==> config.mk <==
export PLATFORM = sky130hd
export DESIGN_NAME = acm_init_sequencer_flat
export DESIGN_NICKNAME = d
export VERILOG_FILES = /design/src/rtl/acm_init_sequencer_pkg.sv /design/src/rtl/acm_init_sequencer_if.sv /design/src/rtl/acm_init_rom.sv /design/src/rtl/acm_init_sequencer.sv /design/src/flat_wrapper.sv
export SDC_FILE = /design/constraint.sdc
export NUM_CORES = 1
export LEC_CHECK = 0
export CAP_MARGIN = 10
export CORE_MARGIN = 1
export CORE_UTILIZATION = 25
export DETAILED_ROUTE_END_ITERATION = 10
export GPL_TIMING_DRIVEN = 0
export HOLD_SLACK_MARGIN = 0.05
export PLACE_DENSITY = 0.52
export REMOVE_ABC_BUFFERS = 1
export SYNTH_ARGS = -nofsm -noshare
export SYNTH_HDL_FRONTEND = slang
export SYNTH_SLANG_ARGS = --single-unit
==> constraint.sdc <==
create_clock -name wb_clk_i -period 2.05 [get_ports wb_clk_i]
set_input_delay 0.41 -clock wb_clk_i [delete_from_list [all_inputs] [get_ports wb_clk_i]]
set_output_delay 0.41 -clock wb_clk_i [all_outputs]
set_load 0.005 [all_outputs]
==> src/rtl/acm_init_sequencer_pkg.sv <==
// Shared constants for the ACM boot-time init sequencer: FSM encoding,
// table entry field positions and the early-terminator marker.
package acm_init_sequencer_pkg;

    typedef logic [15:0] wb_word_t;

    localparam logic [2:0] ST_RESET = 3'd0;
    localparam logic [2:0] ST_FETCH = 3'd1;
    localparam logic [2:0] ST_WRITE = 3'd2;
    localparam logic [2:0] ST_READ  = 3'd3;
    localparam logic [2:0] ST_NEXT  = 3'd4;
    localparam logic [2:0] ST_DONE  = 3'd5;

    localparam int ADDR_MSB = 15;
    localparam int ADDR_LSB = 8;
    localparam int DATA_MSB = 7;
    localparam int DATA_LSB = 0;

    localparam logic [7:0]  TERMINATOR = 8'hFF;
    localparam logic [15:0] TERM_ENTRY = {TERMINATOR, 8'h00};

    function automatic logic is_term(input logic [7:0] entry_addr);
        return entry_addr == TERMINATOR;
    endfunction

endpackage

==> src/rtl/acm_init_sequencer_if.sv <==
// Wishbone classic bus bundle used on both the host side and the ACM side.
// master drives the request fields, slave returns read data and ack.
interface acm_init_sequencer_if;
    import acm_init_sequencer_pkg::*;

    logic     cyc;
    logic     stb;
    logic     we;
    wb_word_t adr;
    wb_word_t dat_w;
    wb_word_t dat_r;
    logic     ack;

    modport master (output cyc, stb, we, adr, dat_w, input  dat_r, ack);
    modport slave  (input  cyc, stb, we, adr, dat_w, output dat_r, ack);
endinterface

==> src/rtl/acm_init_rom.sv <==
// Init table ROM: entry = {acm_addr, acm_data}; unused slots hold the terminator.
// One-cycle registered read, no stall path.
module acm_init_rom
    import acm_init_sequencer_pkg::*;
#(
    parameter int TABLE_DEPTH = 16
) (
    input  logic        clk,
    input  logic [7:0]  addr,
    output logic [15:0] dat
);

    always_ff @(posedge clk) begin
        if ({24'd0, addr} >= 32'(TABLE_DEPTH)) begin
            dat <= TERM_ENTRY;
        end else begin
            case (addr)
                8'd0:    dat <= 16'h10A5;
                8'd1:    dat <= 16'h115A;
                default: dat <= TERM_ENTRY;
            endcase
        end
    end

endmodule

==> src/rtl/acm_init_sequencer.sv <==
// Boot-time Wishbone master writing (and optionally verifying) the ACM init table, then muxing the host through.
// Per entry: 1 fetch + 1 idle + slave latency per access; host requests stall (no ack) until DONE.
module acm_init_sequencer
    import acm_init_sequencer_pkg::*;
#(
    parameter int TABLE_DEPTH = 16,
    parameter int VERIFY      = 1,
    parameter int TIMEOUT     = 255
) (
    input  logic                        wb_clk_i,
    input  logic                        wb_rst_i,
    input  logic                        init_start_i,
    acm_init_sequencer_if.slave         wbs,
    acm_init_sequencer_if.master        wbm,
    output logic                        init_busy_o,
    output logic                        init_done_o,
    output logic                        init_err_o,
    output logic [7:0]                  err_index_o
);

    localparam logic [7:0] DEPTH_LAST   = 8'(TABLE_DEPTH - 1);
    localparam logic [7:0] TIMEOUT_LAST = 8'(TIMEOUT - 1);

    logic [2:0]  state;
    logic [7:0]  index;
    logic [7:0]  tmo_cnt;
    logic [7:0]  rom_addr;
    logic [15:0] rom_dat;

    logic        seq_cyc;
    logic        seq_stb;
    logic        seq_we;
    wb_word_t    seq_adr;
    wb_word_t    seq_dat;

    // While a bus access is in flight the ROM prefetches the following entry,
    // so NEXT can spot a terminator without an extra fetch cycle.
    assign rom_addr = (state == ST_WRITE || state == ST_READ) ? index + 8'd1 : index;

    acm_init_rom #(
        .TABLE_DEPTH (TABLE_DEPTH)
    ) u_rom (
        .clk  (wb_clk_i),
        .addr (rom_addr),
        .dat  (rom_dat)
    );

    always_ff @(posedge wb_clk_i) begin
        if (wb_rst_i) begin
            state       <= ST_RESET;
            index       <= 8'd0;
            tmo_cnt     <= 8'd0;
            seq_cyc     <= 1'b0;
            seq_stb     <= 1'b0;
            seq_we      <= 1'b0;
            seq_adr     <= '0;
            seq_dat     <= '0;
            init_busy_o <= 1'b0;
            init_done_o <= 1'b0;
            init_err_o  <= 1'b0;
            err_index_o <= 8'd0;
        end else begin
            case (state)
                ST_RESET: begin
                    state       <= ST_FETCH;
                    index       <= 8'd0;
                    init_busy_o <= 1'b1;
                end

                ST_FETCH: state <= ST_WRITE;

                ST_WRITE, ST_READ: begin
                    if (!seq_cyc) begin
                        if (state == ST_WRITE && is_term(rom_dat[ADDR_MSB:ADDR_LSB])) begin
                            state       <= ST_DONE;
                            init_busy_o <= 1'b0;
                            init_done_o <= 1'b1;
                        end else begin
                            seq_cyc <= 1'b1;
                            seq_stb <= 1'b1;
                            seq_we  <= (state == ST_WRITE);
                            tmo_cnt <= 8'd0;
                            if (state == ST_WRITE) begin
                                seq_adr <= {8'h00, rom_dat[ADDR_MSB:ADDR_LSB]};
                                seq_dat <= {8'h00, rom_dat[DATA_MSB:DATA_LSB]};
                            end
                        end
                    end else if (wbm.ack) begin
                        seq_cyc <= 1'b0;
                        seq_stb <= 1'b0;
                        seq_we  <= 1'b0;
                        if (state == ST_WRITE) begin
                            state <= (VERIFY != 0) ? ST_READ : ST_NEXT;
                        end else begin
                            if (wbm.dat_r[7:0] != seq_dat[7:0]) begin
                                init_err_o <= 1'b1;
                                if (!init_err_o) err_index_o <= index;
                            end
                            state <= ST_NEXT;
                        end
                    end else if (tmo_cnt == TIMEOUT_LAST) begin
                        // A dead slave aborts the whole table rather than skipping one entry.
                        seq_cyc     <= 1'b0;
                        seq_stb     <= 1'b0;
                        seq_we      <= 1'b0;
                        init_err_o  <= 1'b1;
                        if (!init_err_o) err_index_o <= index;
                        state       <= ST_DONE;
                        init_busy_o <= 1'b0;
                        init_done_o <= 1'b1;
                    end else begin
                        tmo_cnt <= tmo_cnt + 8'd1;
                    end
                end

                ST_NEXT: begin
                    index <= index + 8'd1;
                    if (index == DEPTH_LAST || is_term(rom_dat[ADDR_MSB:ADDR_LSB])) begin
                        state       <= ST_DONE;
                        init_busy_o <= 1'b0;
                        init_done_o <= 1'b1;
                    end else begin
                        state <= ST_FETCH;
                    end
                end

                ST_DONE: begin
                    // A rerun must not yank the bus out from under an active host cycle.
                    if (init_start_i && !wbs.cyc) begin
                        state       <= ST_FETCH;
                        index       <= 8'd0;
                        init_err_o  <= 1'b0;
                        err_index_o <= 8'd0;
                        init_busy_o <= 1'b1;
                        init_done_o <= 1'b0;
                    end
                end

                default: state <= ST_RESET;
            endcase
        end
    end

    always_comb begin
        if (state == ST_DONE) begin
            wbm.cyc   = wbs.cyc;
            wbm.stb   = wbs.stb;
            wbm.we    = wbs.we;
            wbm.adr   = wbs.adr;
            wbm.dat_w = wbs.dat_w;
            wbs.dat_r = wbm.dat_r;
            wbs.ack   = wbm.ack;
        end else begin
            wbm.cyc   = seq_cyc;
            wbm.stb   = seq_stb;
            wbm.we    = seq_we;
            wbm.adr   = seq_adr;
            wbm.dat_w = seq_dat;
            wbs.dat_r = '0;
            wbs.ack   = 1'b0;
        end
    end

endmodule

==> src/flat_wrapper.sv <==
// flat-port wrapper written by rule: the top's interface ports become plain ports
module acm_init_sequencer_flat import acm_init_sequencer_pkg::*;
#(
    parameter int TABLE_DEPTH = 16,
    parameter int VERIFY      = 1,
    parameter int TIMEOUT     = 255
)
  (wb_clk_i, wb_rst_i, init_start_i, init_busy_o, init_done_o, init_err_o, err_index_o, wbs_cyc, wbs_stb, wbs_we, wbs_adr, wbs_dat_w, wbs_dat_r, wbs_ack, wbm_cyc, wbm_stb, wbm_we, wbm_adr, wbm_dat_w, wbm_dat_r, wbm_ack);
  acm_init_sequencer_if wbs_i ();
  acm_init_sequencer_if wbm_i ();
  input  logic wb_clk_i;
  input  logic wb_rst_i;
  input  logic init_start_i;
  output logic init_busy_o;
  output logic init_done_o;
  output logic init_err_o;
  output logic [7:0] err_index_o;
  input wire logic [$bits(wbs_i.cyc)-1:0] wbs_cyc;
  input wire logic [$bits(wbs_i.stb)-1:0] wbs_stb;
  input wire logic [$bits(wbs_i.we)-1:0] wbs_we;
  input wire logic [$bits(wbs_i.adr)-1:0] wbs_adr;
  input wire logic [$bits(wbs_i.dat_w)-1:0] wbs_dat_w;
  output wire logic [$bits(wbs_i.dat_r)-1:0] wbs_dat_r;
  output wire logic [$bits(wbs_i.ack)-1:0] wbs_ack;
  output wire logic [$bits(wbm_i.cyc)-1:0] wbm_cyc;
  output wire logic [$bits(wbm_i.stb)-1:0] wbm_stb;
  output wire logic [$bits(wbm_i.we)-1:0] wbm_we;
  output wire logic [$bits(wbm_i.adr)-1:0] wbm_adr;
  output wire logic [$bits(wbm_i.dat_w)-1:0] wbm_dat_w;
  input wire logic [$bits(wbm_i.dat_r)-1:0] wbm_dat_r;
  input wire logic [$bits(wbm_i.ack)-1:0] wbm_ack;
  assign wbs_i.cyc = wbs_cyc;
  assign wbs_i.stb = wbs_stb;
  assign wbs_i.we = wbs_we;
  assign wbs_i.adr = wbs_adr;
  assign wbs_i.dat_w = wbs_dat_w;
  assign wbs_dat_r = wbs_i.dat_r;
  assign wbs_ack = wbs_i.ack;
  assign wbm_cyc = wbm_i.cyc;
  assign wbm_stb = wbm_i.stb;
  assign wbm_we = wbm_i.we;
  assign wbm_adr = wbm_i.adr;
  assign wbm_dat_w = wbm_i.dat_w;
  assign wbm_i.dat_r = wbm_dat_r;
  assign wbm_i.ack = wbm_ack;
  acm_init_sequencer #(.TABLE_DEPTH(TABLE_DEPTH), .VERIFY(VERIFY), .TIMEOUT(TIMEOUT)) u_core (.wb_clk_i(wb_clk_i), .wb_rst_i(wb_rst_i), .init_start_i(init_start_i), .wbs(wbs_i), .wbm(wbm_i), .init_busy_o(init_busy_o), .init_done_o(init_done_o), .init_err_o(init_err_o), .err_index_o(err_index_o));
endmodule
### After elaboration in Yosys (flattened, before gate mapping)

Index checks and enable logic that the tools add are counted.
W data, S select, Z words.

* $add $sub $neg: 2
* order comparisons: 1
* equality and inequality tests: 24
* multiplexer cells: 58
* bitwise logic cells: 2
* reduce and logical (&&, ||, !) cells: 20

Operators by type and width (count)
* $mux W8: 12
* $mux W16: 3
* $pmux W16 S2: 1
* $mux W1: 29
* $pmux W8 S3: 1
* $mux W3: 7
* $reduce_and A6 Y1: 3
* $add A8 B1 Y8 const B: 2
* $eq A8 B8 Y1 const B: 2
* $pmux W8 S2: 1
* $pmux W3 S5: 1
* $ne A3 B3 Y1 const B: 4
* $eq A8 B1 Y1 const B: 1
* $eq A8 B4 Y1 const B: 1
* $ge A8 B5 Y1 const B: 1
* $logic_not A8 Y1: 1
* $ne A2 B1 Y1 const B: 4
* $ne A8 B8 Y1: 1
* $reduce_and A4 Y1: 2
* $eq A3 B2 Y1 const B: 2
* $eq A3 B3 Y1 const B: 2
* $ne A3 B2 Y1 const B: 2
* $reduce_and A3 Y1: 2
* $reduce_bool A3 Y1: 2
* 16 further kinds: 20

* flip-flop bits (word level): 65
* bits of input ports: 55
* output and inout port bits: 63
* logic and storage cells: 120

### Longest topological paths before layout

Gate-level depths: netlist of run 1.

* word-level depth: 6
* gate-level depth with buffers: 10
* depth with buffers taken out: 7

### Cells and area by module

Synthesis of run 1 repeated with hierarchy kept, for this count alone.

* cell total of the unflattened synthesis: 425
* area, all modules: 3265.6 sq um

Modules (own cells, without submodules)
* acm_init_sequencer: times used 1, cells an instance 401, area each 3040.4 sq um, seq. area each 980.9 sq um
* acm_init_rom: times used 1, cells an instance 24, area each 225.2 sq um, seq. area each 80.1 sq um

### Worst setup path after synthesis of run 1

OpenSTA, ideal clock, no wires.

* kind: flip-flop to flip-flop
* from: register u_core.state[2]
* to: register u_core.err_index_o[0]
* library setup time: 0.072 ns
* arrival: 1.861 ns
* required time: 1.978 ns
* setup slack: 0.117 ns
* stages on the path, launching flop included: 10
* buffers on the path: 3
* period minus slack after synthesis: 1.933 ns
* path through: dfxtp_1 buf_6 inv_2 ha_1 buf_2 nand3b_1 a222oi_1 and4_1 buf_6 mux2i_1

* word-level cells in the longest chain between the ends: 4
* elaborated cells on any way between the ends: 12
* those cells by class: eq/ne (8); mux (1); reduce/logical (3)

Ends and longest elaborated chain
* start, declared: RTL line acm_init_sequencer.sv:24 `logic [2:0] state;`
* start signal, assigned: RTL line acm_init_sequencer.sv:93 `state <= (VERIFY != 0) ? ST_READ : ST_NEXT;`
* $eq A3 B2 Y1 (on tied branches): RTL line acm_init_sequencer.sv:63, acm_init_sequencer.sv:92
* $reduce_or A2 Y1: RTL line acm_init_sequencer.sv:63 `case (state)`
* $ne A3 B3 Y1 (no source line), or another cell as far along
* $reduce_and A6 Y1 (no source line)
* end signal, assigned: RTL line acm_init_sequencer.sv:97 `if (!init_err_o) err_index_o <= index;`
* end signal, assigned: RTL line acm_init_sequencer.sv:107 `if (!init_err_o) err_index_o <= index;`
* end, declared: RTL line acm_init_sequencer.sv:18 `output logic [7:0] err_index_o`

Parallel ways exist; a longest one is shown, timed or not.
A chain may end at the register's enable or synchronous reset.

### Worst setup path in the final report of run 1

* from: register u_core.state[1]
* to: output wbs_dat_r[10]

* word-level cells in the longest chain between the ends: 2

Ends and longest elaborated chain
* $eq A3 B3 Y1: RTL line acm_init_sequencer.sv:145 `if (state == ST_DONE) begin`
* $mux W16: RTL line acm_init_sequencer.sv:145
* end, declared: RTL line flat_wrapper.sv:23 `output wire logic [$bits(wbs_i.dat_r)-1:0] wbs_dat_r;`

No other way between the ends.

==> results of run 1 <==
[registers in the layout (all words and copies together), names as in the netlist]
register and cells:
u_core.err_index_o 8, u_core.index 8, u_core.init_busy_o 1, u_core.init_done_o 1, u_core.init_err_o 1, u_core.seq_adr 3
u_core.seq_cyc 1, u_core.seq_dat 2, u_core.seq_stb 1, u_core.seq_we 1, u_core.state 3, u_core.tmo_cnt 8
u_core.u_rom.dat 4
[per-stage QoR]
| stage | setup WS, ps | cell area (sq um) | TNS (ps) | hold slack, ps |
|---|---|---|---|---|
| after floorplan | -362 | 2550 | -10920 | 420 |
| after global placement | -1610 | 3890 | -93600 | 442 |
| after detailed placement | -893 | 3890 | -49280 | 453 |
| after CTS | -128 | 4220 | -942 | 473 |
| after global routing | -107 | 4460 | -1280 | 488 |
| final | -39.9 | 4460 | -195 | 464 |
[cell usage after synthesis (5+ instances only)]
| cell | instances | share of area, % |
|---|---|---|
| o21ai_0 | 12 | 2.2 |
| xor2_1 | 7 | 2.3 |
| nor2_1 | 31 | 4.3 |
| buf_2 | 7 | 1.3 |
| nand2_1 | 47 | 6.6 |
| ha_1 | 6 | 2.8 |
| nand3_1 | 6 | 1.1 |
| nor3_1 | 7 | 1.3 |
| nor2b_1 | 5 | 1.2 |
| inv_1 | 5 | 0.70 |
| and2_1 | 34 | 7.9 |
| a21o_1 | 9 | 2.5 |
| and3_1 | 6 | 1.4 |
| nand2b_1 | 12 | 2.8 |
| dfxtp_1 | 42 | 31 |
| clkbuf_1 | 12 | 1.7 |
| mux2i_1 | 17 | 6.4 |
| a21oi_1 | 16 | 3.0 |
[layout by cell type, fill, tap and decap left out, types with 4 or more instances in the layout]
cell type / count
clkbuf_8: 5
nor2_1: 31
dlygate4sd2_1: 39
dfxtp_1: 37
mux2i_1: 17
nand3b_1: 4
and3_1: 6
buf_4: 30
a21oi_1: 16
a21o_1: 9
inv_1: 5
o21ai_0: 12
dlymetal6s2s_1: 8
nand3_1: 5
o2111ai_1: 4
nor3_1: 7
nand2b_1: 12
nand2_1: 47
xor2_1: 7
ha_1: 4
clkdlybuf4s50_1: 65
nand4_1: 4
and2_1: 31
buf_6: 4
nor2b_1: 4
[path summary, 6_finish.rpt]
| path | startpoint | end | cells after the start | slack, ps |
|---|---|---|---|---|
| min | u_core.seq_adr[4] | u_core.seq_adr[4] | 2 | 460 |
| max reg2reg | u_core.state[1] | u_core.init_done_o | 7 | 100 |
| min reg2reg | u_core.seq_adr[4] | u_core.seq_adr[4] | 2 | 460 |
| max | u_core.state[1] | wbs_dat_r[10] | 3 | -40 |
[repair_timing]
item	CTS	global route
setup buffers	16	23
endpoints found under the setup margin	89	40
cloned	4	0
pin swaps	15	10
hold buffers	0	0
gates resized for setup	76	31
[cell families (layout without fill, tap and decap cells)]
| logic type | Yosys count | count (layout) | share of synthesized area (%) |
|---|---|---|---|
| compound gates | 68 | 68 | 17.6 |
| mux | 18 | 18 | 6.77 |
| simple gates | 172 | 176 | 33.3 |
| xor+xnor | 7 | 7 | 2.29 |
| buf+inv | 32 | 170 | 5.79 |
| flops | 42 | 42 | 31.4 |
| fa+ha+maj | 6 | 6 | 2.80 |
[final cells by class]
type	count	area [sq um]	share of cell area, %
sequential	42	855	19.1
tap	136	170	3.81
clock buffer	7	76.3	1.71
multi-input combinational	275	1860	41.6
timing repair buffer	156	1450	32.6
inverter	6	22.5	0.504
clock inverter	1	30.0	0.673
[layer usage]
layer  vias up  track usage [%]  share of wire [%]
met5         -                0                  0
met1      1397             17.5                 42
met4         0             4.66                1.1
met2       105             29.6                 50
met3         8             3.59                7.1
li1       1487                -                  -
[report_power, final]
part | internal [uW] | switching [uW]
clock network | 365 | 298
logic | 745 | 680
registers | 931 | 121
total | 2040 | 1100
[worst max-delay path, cell delays in order, from the launching register on]
cell and delay (ps):
dfxtp_4 380, and3b_4 370, and2_1 140, clkdlybuf4s50_1 490
==> metrics.log, run 1 <==
[metrics] relative area change from synthesis to final layout: 66.7%
[metrics] Leak: ~0.0022 uW
[metrics] Filler Cell Count: around 1100
[metrics] chip height: ~110 um
[metrics] total power divided by cell area: around 700 nW/um^2
[metrics] detail-routed net length per standard cell: approximately 15 um
[metrics] Worst Setup Start Kind: register
[metrics] Vias per Instance: slightly below 5
[metrics] setup-violating endpoint count in the final report: 13
[metrics] wire length of the first global-routing pass: approximately 14 mm
[metrics] total number of placement rows: 37
[metrics] Clock Sinks: 42
[metrics] wire length after detailed routing: just over 9 mm
[metrics] post-layout minimum cycle time: about 2100 ps
[metrics] area enclosed by the die boundary: 11100 sq um
[metrics] Worst slew margin: just over 50%
[metrics] maximum fanout count along the critical path: 11
[metrics] effective utilization at floorplan: between 20% and 30%
[metrics] first-iteration detailed-routing DRC count: between 150 and 200
[metrics] clock tree buffer depth: 2
[metrics] number of antenna violations at the first check in global routing: 0
[metrics] Antenna diodes: 0
[metrics] outcome: finished, violations left
[metrics] async set-reset flop share out of synthesis: 0%
[metrics] non-filler cells, final: 623
[metrics] total of flip-flops plus latches after synthesis: 42
[metrics] Detail Placement HPWL: around 5.8 mm
[metrics] weighted congestion reported at the end of routability-driven placement: between 0.7 and 0.8
[metrics] most used flip-flop cell after synthesis: dfxtp_1
[metrics] final core utilization: ~43%
[metrics] count of nets left with antenna violations after detail routing: 0
[metrics] total track usage: between 10% and 20%
[metrics] maximum number of pins on one net before global-route repair: 38
[metrics] Critical Path Sink Type: output port
[metrics] cell at the root of the clock tree: clkbuf_8
[metrics] Worst Tran Pin Value: around 740 ps
[metrics] area of the mapped netlist: around 2700 sq um
[metrics] Data required, critical path: between 1500 and 2000 ps
[metrics] total I/O pin count: 118
[metrics] failing checks: setup timing
[metrics] Post-Synthesis Mean Instance Area: roughly 7.8 sq um
[metrics] sequential cell area fraction in the yosys report: between 30% and 40%
[metrics] maximum clock frequency: roughly 480 MHz
[metrics] number of different library cells in the post-synthesis netlist: 52
[metrics] number of vias after detailed routing: ~3000
[metrics] residual overflow from global routing: 0
[metrics] worst endpoint data arrival time: ~1700 ps
[metrics] type of the worst setup path: reg2out
[metrics] count of flip-flops with a built-in enable after synthesis: 0
[metrics] Fin. Hold Viols: 0
[metrics] fin nets: around 550
[metrics] number of placed cells counting well taps: between 500 and 600
[metrics] final setup skew: about 3.6 ps
[metrics] CTS tree: done
[metrics] count of synthesis-stage warnings from yosys: 0
[metrics] clock-pin slew on the worst setup and hold paths: roughly 80 ps
[metrics] minimum setup slack in the final design: -39.9 ps
[metrics] RSZ-0062 raised after global routing: true
[metrics] worst-case vdd ir drop: between 300 and 400 uV
[metrics] number of global-route vias before repair: between 2000 and 3000
[metrics] Mapped Cells: around 350
[metrics] post-detailed-route DRC marker count: 0
[metrics] first-pass iteration count of the detailed router: 4
[metrics] class of the tightest hold or removal check: reg2reg
[metrics] Pins Over Slew Limit: 0
[metrics] post-layout power: roughly 3100 uW
[metrics] number of buffers created by CTS: 5
[metrics] die extent in x: 106 um
[metrics] worst skew pair latency: ~300 ps
[metrics] number of H-tree levels: 2
[metrics] number of input and output port buffers inserted: ~120
[metrics] final period utilization: 102%
[metrics] share of cells above drive strength 1: roughly 16%
[metrics] number of max-cap violations: 0
[metrics] area of the core: just over 10000 sq um
Power figures use the tool's default switching activity.
==> run 2: changes to the inputs <==
--- a/config.mk
+++ b/config.mk
@@ -9,10 +9,12 @@
 export CORE_MARGIN = 1
 export CORE_UTILIZATION = 25
 export DETAILED_ROUTE_END_ITERATION = 10
+export GPL_ROUTABILITY_DRIVEN = 0
 export GPL_TIMING_DRIVEN = 0
 export HOLD_SLACK_MARGIN = 0.05
 export PLACE_DENSITY = 0.52
 export REMOVE_ABC_BUFFERS = 1
+export SKIP_CTS_REPAIR_TIMING = 1
 export SYNTH_ARGS = -nofsm -noshare
 export SYNTH_HDL_FRONTEND = slang
 export SYNTH_SLANG_ARGS = --single-unit
==> run 2 against run 1 <==
Compared with the run above: the flow still finishes with violations (setup timing); clock power about the same; wire length decreased by 4.5%; non-clock buffer count decreased by 7; final cell count decreased by 1.1%; via count decreased by 2.2%; sequential share of layout area decreased by 0.096 points; global-route usage decreased by 1.8 points; clock-buffer cell count unchanged; hold slack got worse by 1.6 ps; sequential power about the same; worst setup slack got worse by 110 ps; highest routed layer unchanged.
==> metrics.log, run 2 (synthesis gave the netlist of run 1 again) <==
[metrics] first-iteration detailed-routing DRC count: 224 (+37%)
[metrics] minimum setup slack in the final design: -150 ps (-110 ps)
[metrics] top library cells by usage in the layout, fill and taps aside: clkdlybuf4s50_1, nand2_1, dfxtp_1
[metrics] setup-violating endpoint count in the final report: 20 (+7)
[metrics] final setup skew: 4.39 ps (+0.778 ps)
[metrics] total track usage: 13.9% (-1.8 points)
[metrics] end of the worst register-to-register path: u_core.seq_adr[6]
[metrics] CTS tree: done
[metrics] number of antenna violations at the first check in global routing: 0 (unchanged)
[metrics] Worst Setup Start Kind: register
[metrics] Clock Sinks: 42 (unchanged)
[metrics] failing checks: setup timing
[metrics] most frequent standard cell in the layout excluding fill and tap cells: clkdlybuf4s50_1
[metrics] count of nets left with antenna violations after detail routing: 0 (unchanged)
[metrics] post-detailed-route DRC marker count: 0 (unchanged)
[metrics] maximum fanout count along the critical path: 14 (+3)
[metrics] detail-routed net length per standard cell: 14.3 um (-3.4%)
[metrics] type of the worst setup path: reg2out
[metrics] relative area change from synthesis to final layout: 67.5%
[metrics] peak per-stage delay on the critical path: 490 ps (about the same)
[metrics] Worst Tran Pin Value: 706 ps (-32.3 ps)
[metrics] area of the multi-input gates: 1830 sq um (-1.2%)
[metrics] internal power: 1990 uW (-2.4%)
[metrics] part of the total power dissipated in sequential elements: 35.1% (+1.6 points)
[metrics] setup_tns: -1820 ps (-1630 ps)
[metrics] share of cells above drive strength 1: 14.8% (-1.4 points)
[metrics] Data required, critical path: 1640 ps (about the same)
[metrics] Worst Reg-to-Reg Cells: 7 (unchanged)
[metrics] number of vias after detailed routing: 2930 (-2.2%)
[metrics] clock network fraction of design power: 21.9% (+0.8 points)
[metrics] total I/O pin count: 118 (unchanged)
[metrics] Antenna diodes: 0 (unchanged)
[metrics] Critical Path Sink Type: output port
[metrics] sw frac: 34.1% (-0.88 points)
[metrics] clock tree buffer depth: 2 (unchanged)
[metrics] maximum clock frequency: 455 MHz (-5.0%)
[metrics] Leak: 0.00240 uW (+12%)
[metrics] Fin Hold WS: 463 ps (-1.56 ps)
[metrics] Filler Cell Count: 1027 (-2.2%)
[metrics] Vias per Instance: 4.76 (-1.1%)
[metrics] Net Sw Power: 1030 uW (-6.1%)
[metrics] residual overflow from global routing: 0 (unchanged)
[metrics] cell-by-cell trace of the critical path: and3b_4 -> and2_1 -> clkdlybuf4s50_1
[metrics] CP Buf/Inv Count: 1 (unchanged)
[metrics] Detail Placement HPWL: 5.81 mm (unchanged)
[metrics] number of input and output port buffers inserted: 117 (unchanged)
[metrics] cell at the root of the clock tree: clkbuf_8
[metrics] outcome: finished, violations left
[metrics] clock-pin slew on the worst setup and hold paths: 80 ps (about the same)
[metrics] worst endpoint data arrival time: 1790 ps (+110 ps)
[metrics] wire length after detailed routing: 8.83 mm (-4.5%)
[metrics] total number of placement rows: 37 (unchanged)
[metrics] sequential cell area in the final layout: 855 sq um (unchanged)
[metrics] worst-case register-to-register setup slack: -10 ps (-110 ps)
[metrics] share of total power in combinational logic: 43.0% (-2.4 points)
[metrics] Cell Area, Placed: 3890 sq um (unchanged)
[metrics] startpoint of the worst-slack reg-to-reg timing path: u_core.state[1]
[metrics] post-layout power: 3030 uW (-3.7%)
[metrics] endpoint of the worst hold-timing path: u_core.seq_adr[4]
[metrics] largest registers: u_core.err_index_o x8, u_core.index x8, u_core.tmo_cnt x8
[metrics] CP top delay family: simple AND/OR/NAND/NOR gates
[metrics] total power divided by cell area: 674 nW/um^2 (-4.1%)
[metrics] RSZ-0062 raised after global routing: true
[metrics] final period utilization: 107% (+5.4 points)
[metrics] die extent in x: 106 um (unchanged)
[metrics] effective utilization at floorplan: 25.8% (unchanged)
[metrics] number of buffers created by CTS: 5 (unchanged)
[metrics] Hold Path Cell Cnt: 2 (unchanged)
[metrics] area enclosed by the die boundary: 11100 sq um (unchanged)
[metrics] Worst slew margin: 52.8% (+2.0 points)
[metrics] source of the worst hold timing path: u_core.seq_adr[4]
[metrics] maximum number of pins on one net before global-route repair: 61 (+61%)
[metrics] chip height: 106 um (unchanged)
[metrics] post-route design area: 4490 sq um (+0.50%)
[metrics] first-pass iteration count of the detailed router: 4 (unchanged)
[metrics] area of the core: 10400 sq um (unchanged)
[metrics] fin nets: 540 (-1.3%)
[metrics] worst-case vdd ir drop: 294 uV (-5.7%)
[metrics] number of H-tree levels: 2 (unchanged)
[metrics] worst skew pair latency: 300 ps (about the same)
[metrics] post-layout minimum cycle time: 2200 ps (+110 ps)
[metrics] wire length of the first global-routing pass: 12.5 mm (-11%)
[metrics] number of global-route vias before repair: 2592 (-8.9%)
[metrics] slowest cell on the critical path: clkdlybuf4s50_1
[metrics] number of max-cap violations: 0 (unchanged)
[metrics] Fin. Hold Viols: 0 (unchanged)
[metrics] class of the tightest hold or removal check: reg2reg
[metrics] Pins Over Slew Limit: 0 (unchanged)
[metrics] worst slack after detailed placement: -893 ps (unchanged)
run 2: cell count changes in the layout (fill, tap and decap cells not counted), sizes merged:
| cell | before | now |
|---|---|---|
| dlymetal6s2s | 8 | 35 |
| clkdlybuf4s50 | 65 | 82 |
| buf | 38 | 31 |
| clkbuf | 10 | 8 |
| dlygate4sd2 | 39 | 0 |
| clkdlybuf4s15 | 3 | 0 |
run 2: area by class of cell:
class | count | share of cell area, %
Sequential cell | 42 | 19.0
Clock buffer | 7 | 1.70
Tap cell | 136 | 3.79
Clock inverter | 1 | 0.669
Inverter | 6 | 0.502
Timing Repair Buffer | 149 | 33.4
Multi-Input combinational cell | 275 | 40.9
run 2: worst max-delay path by stage:
stage	startpoint	end	slack [ps]	cells after the start
6_report	u_core.state[1]	wbs_dat_r[10]	-150	3
5_1_grt	u_core.state[1]	wbs_dat_r[10]	-200	3
4_1_cts	u_core.state[2]	wbm_adr[5]	-1170	4
3_5_place_dp	u_core.state[1]	u_core.state[1]	-890	6
3_3_place_gp	u_core.state[2]	wbm_adr[6]	-1610	4
2_1_floorplan	u_core.state[2]	u_core.err_index_o[0]	-360	4
run 2: per-stage QoR:
stage          std cells  utilization [%]
2_1_floorplan        319                -
3_3_place_gp         572             37.5
3_5_place_dp         572             37.5
4_1_cts              580             38.5
5_1_grt              616             43.3
6_report             616             43.3
run 2: power by group through the flow:
| stage | clock network [uW] | registers [uW] | logic [uW] |
|---|---|---|---|
| global placement | 0 | 1060 | 981 |
| detailed placement | 0 | 1060 | 989 |
| global route | 716 | 1080 | 1420 |
| CTS | 675 | 1040 | 996 |
| floorplan | 0 | 1030 | 558 |
| finish | 664 | 1060 | 1300 |
run 2: worst register-to-register path: cells and delay by family, from the launching register on:
kind,cells,cell delay [ps]
buffers and inverters,3,430
flip-flops,1,400
multiplexers,1,170
AND/OR/NAND/NOR,3,920
run 2: metal layers:
| layer | global-route usage [%] | part of all wire [%] |
|---|---|---|
| met1 | 16.1 | 43 |
| met4 | 4.76 | 1.1 |
| met2 | 24.9 | 49 |
| met3 | 3.40 | 6.6 |
| met5 | 0 | 0 |
==> run 3: changes to the inputs <==
--- a/config.mk
+++ b/config.mk
@@ -9,7 +9,6 @@
 export CORE_MARGIN = 1
 export CORE_UTILIZATION = 25
 export DETAILED_ROUTE_END_ITERATION = 10
-export GPL_ROUTABILITY_DRIVEN = 0
 export GPL_TIMING_DRIVEN = 0
 export HOLD_SLACK_MARGIN = 0.05
 export PLACE_DENSITY = 0.52
==> results of run 3 <==
No change in the layout: final DEF, timing and power equal those of run 2.
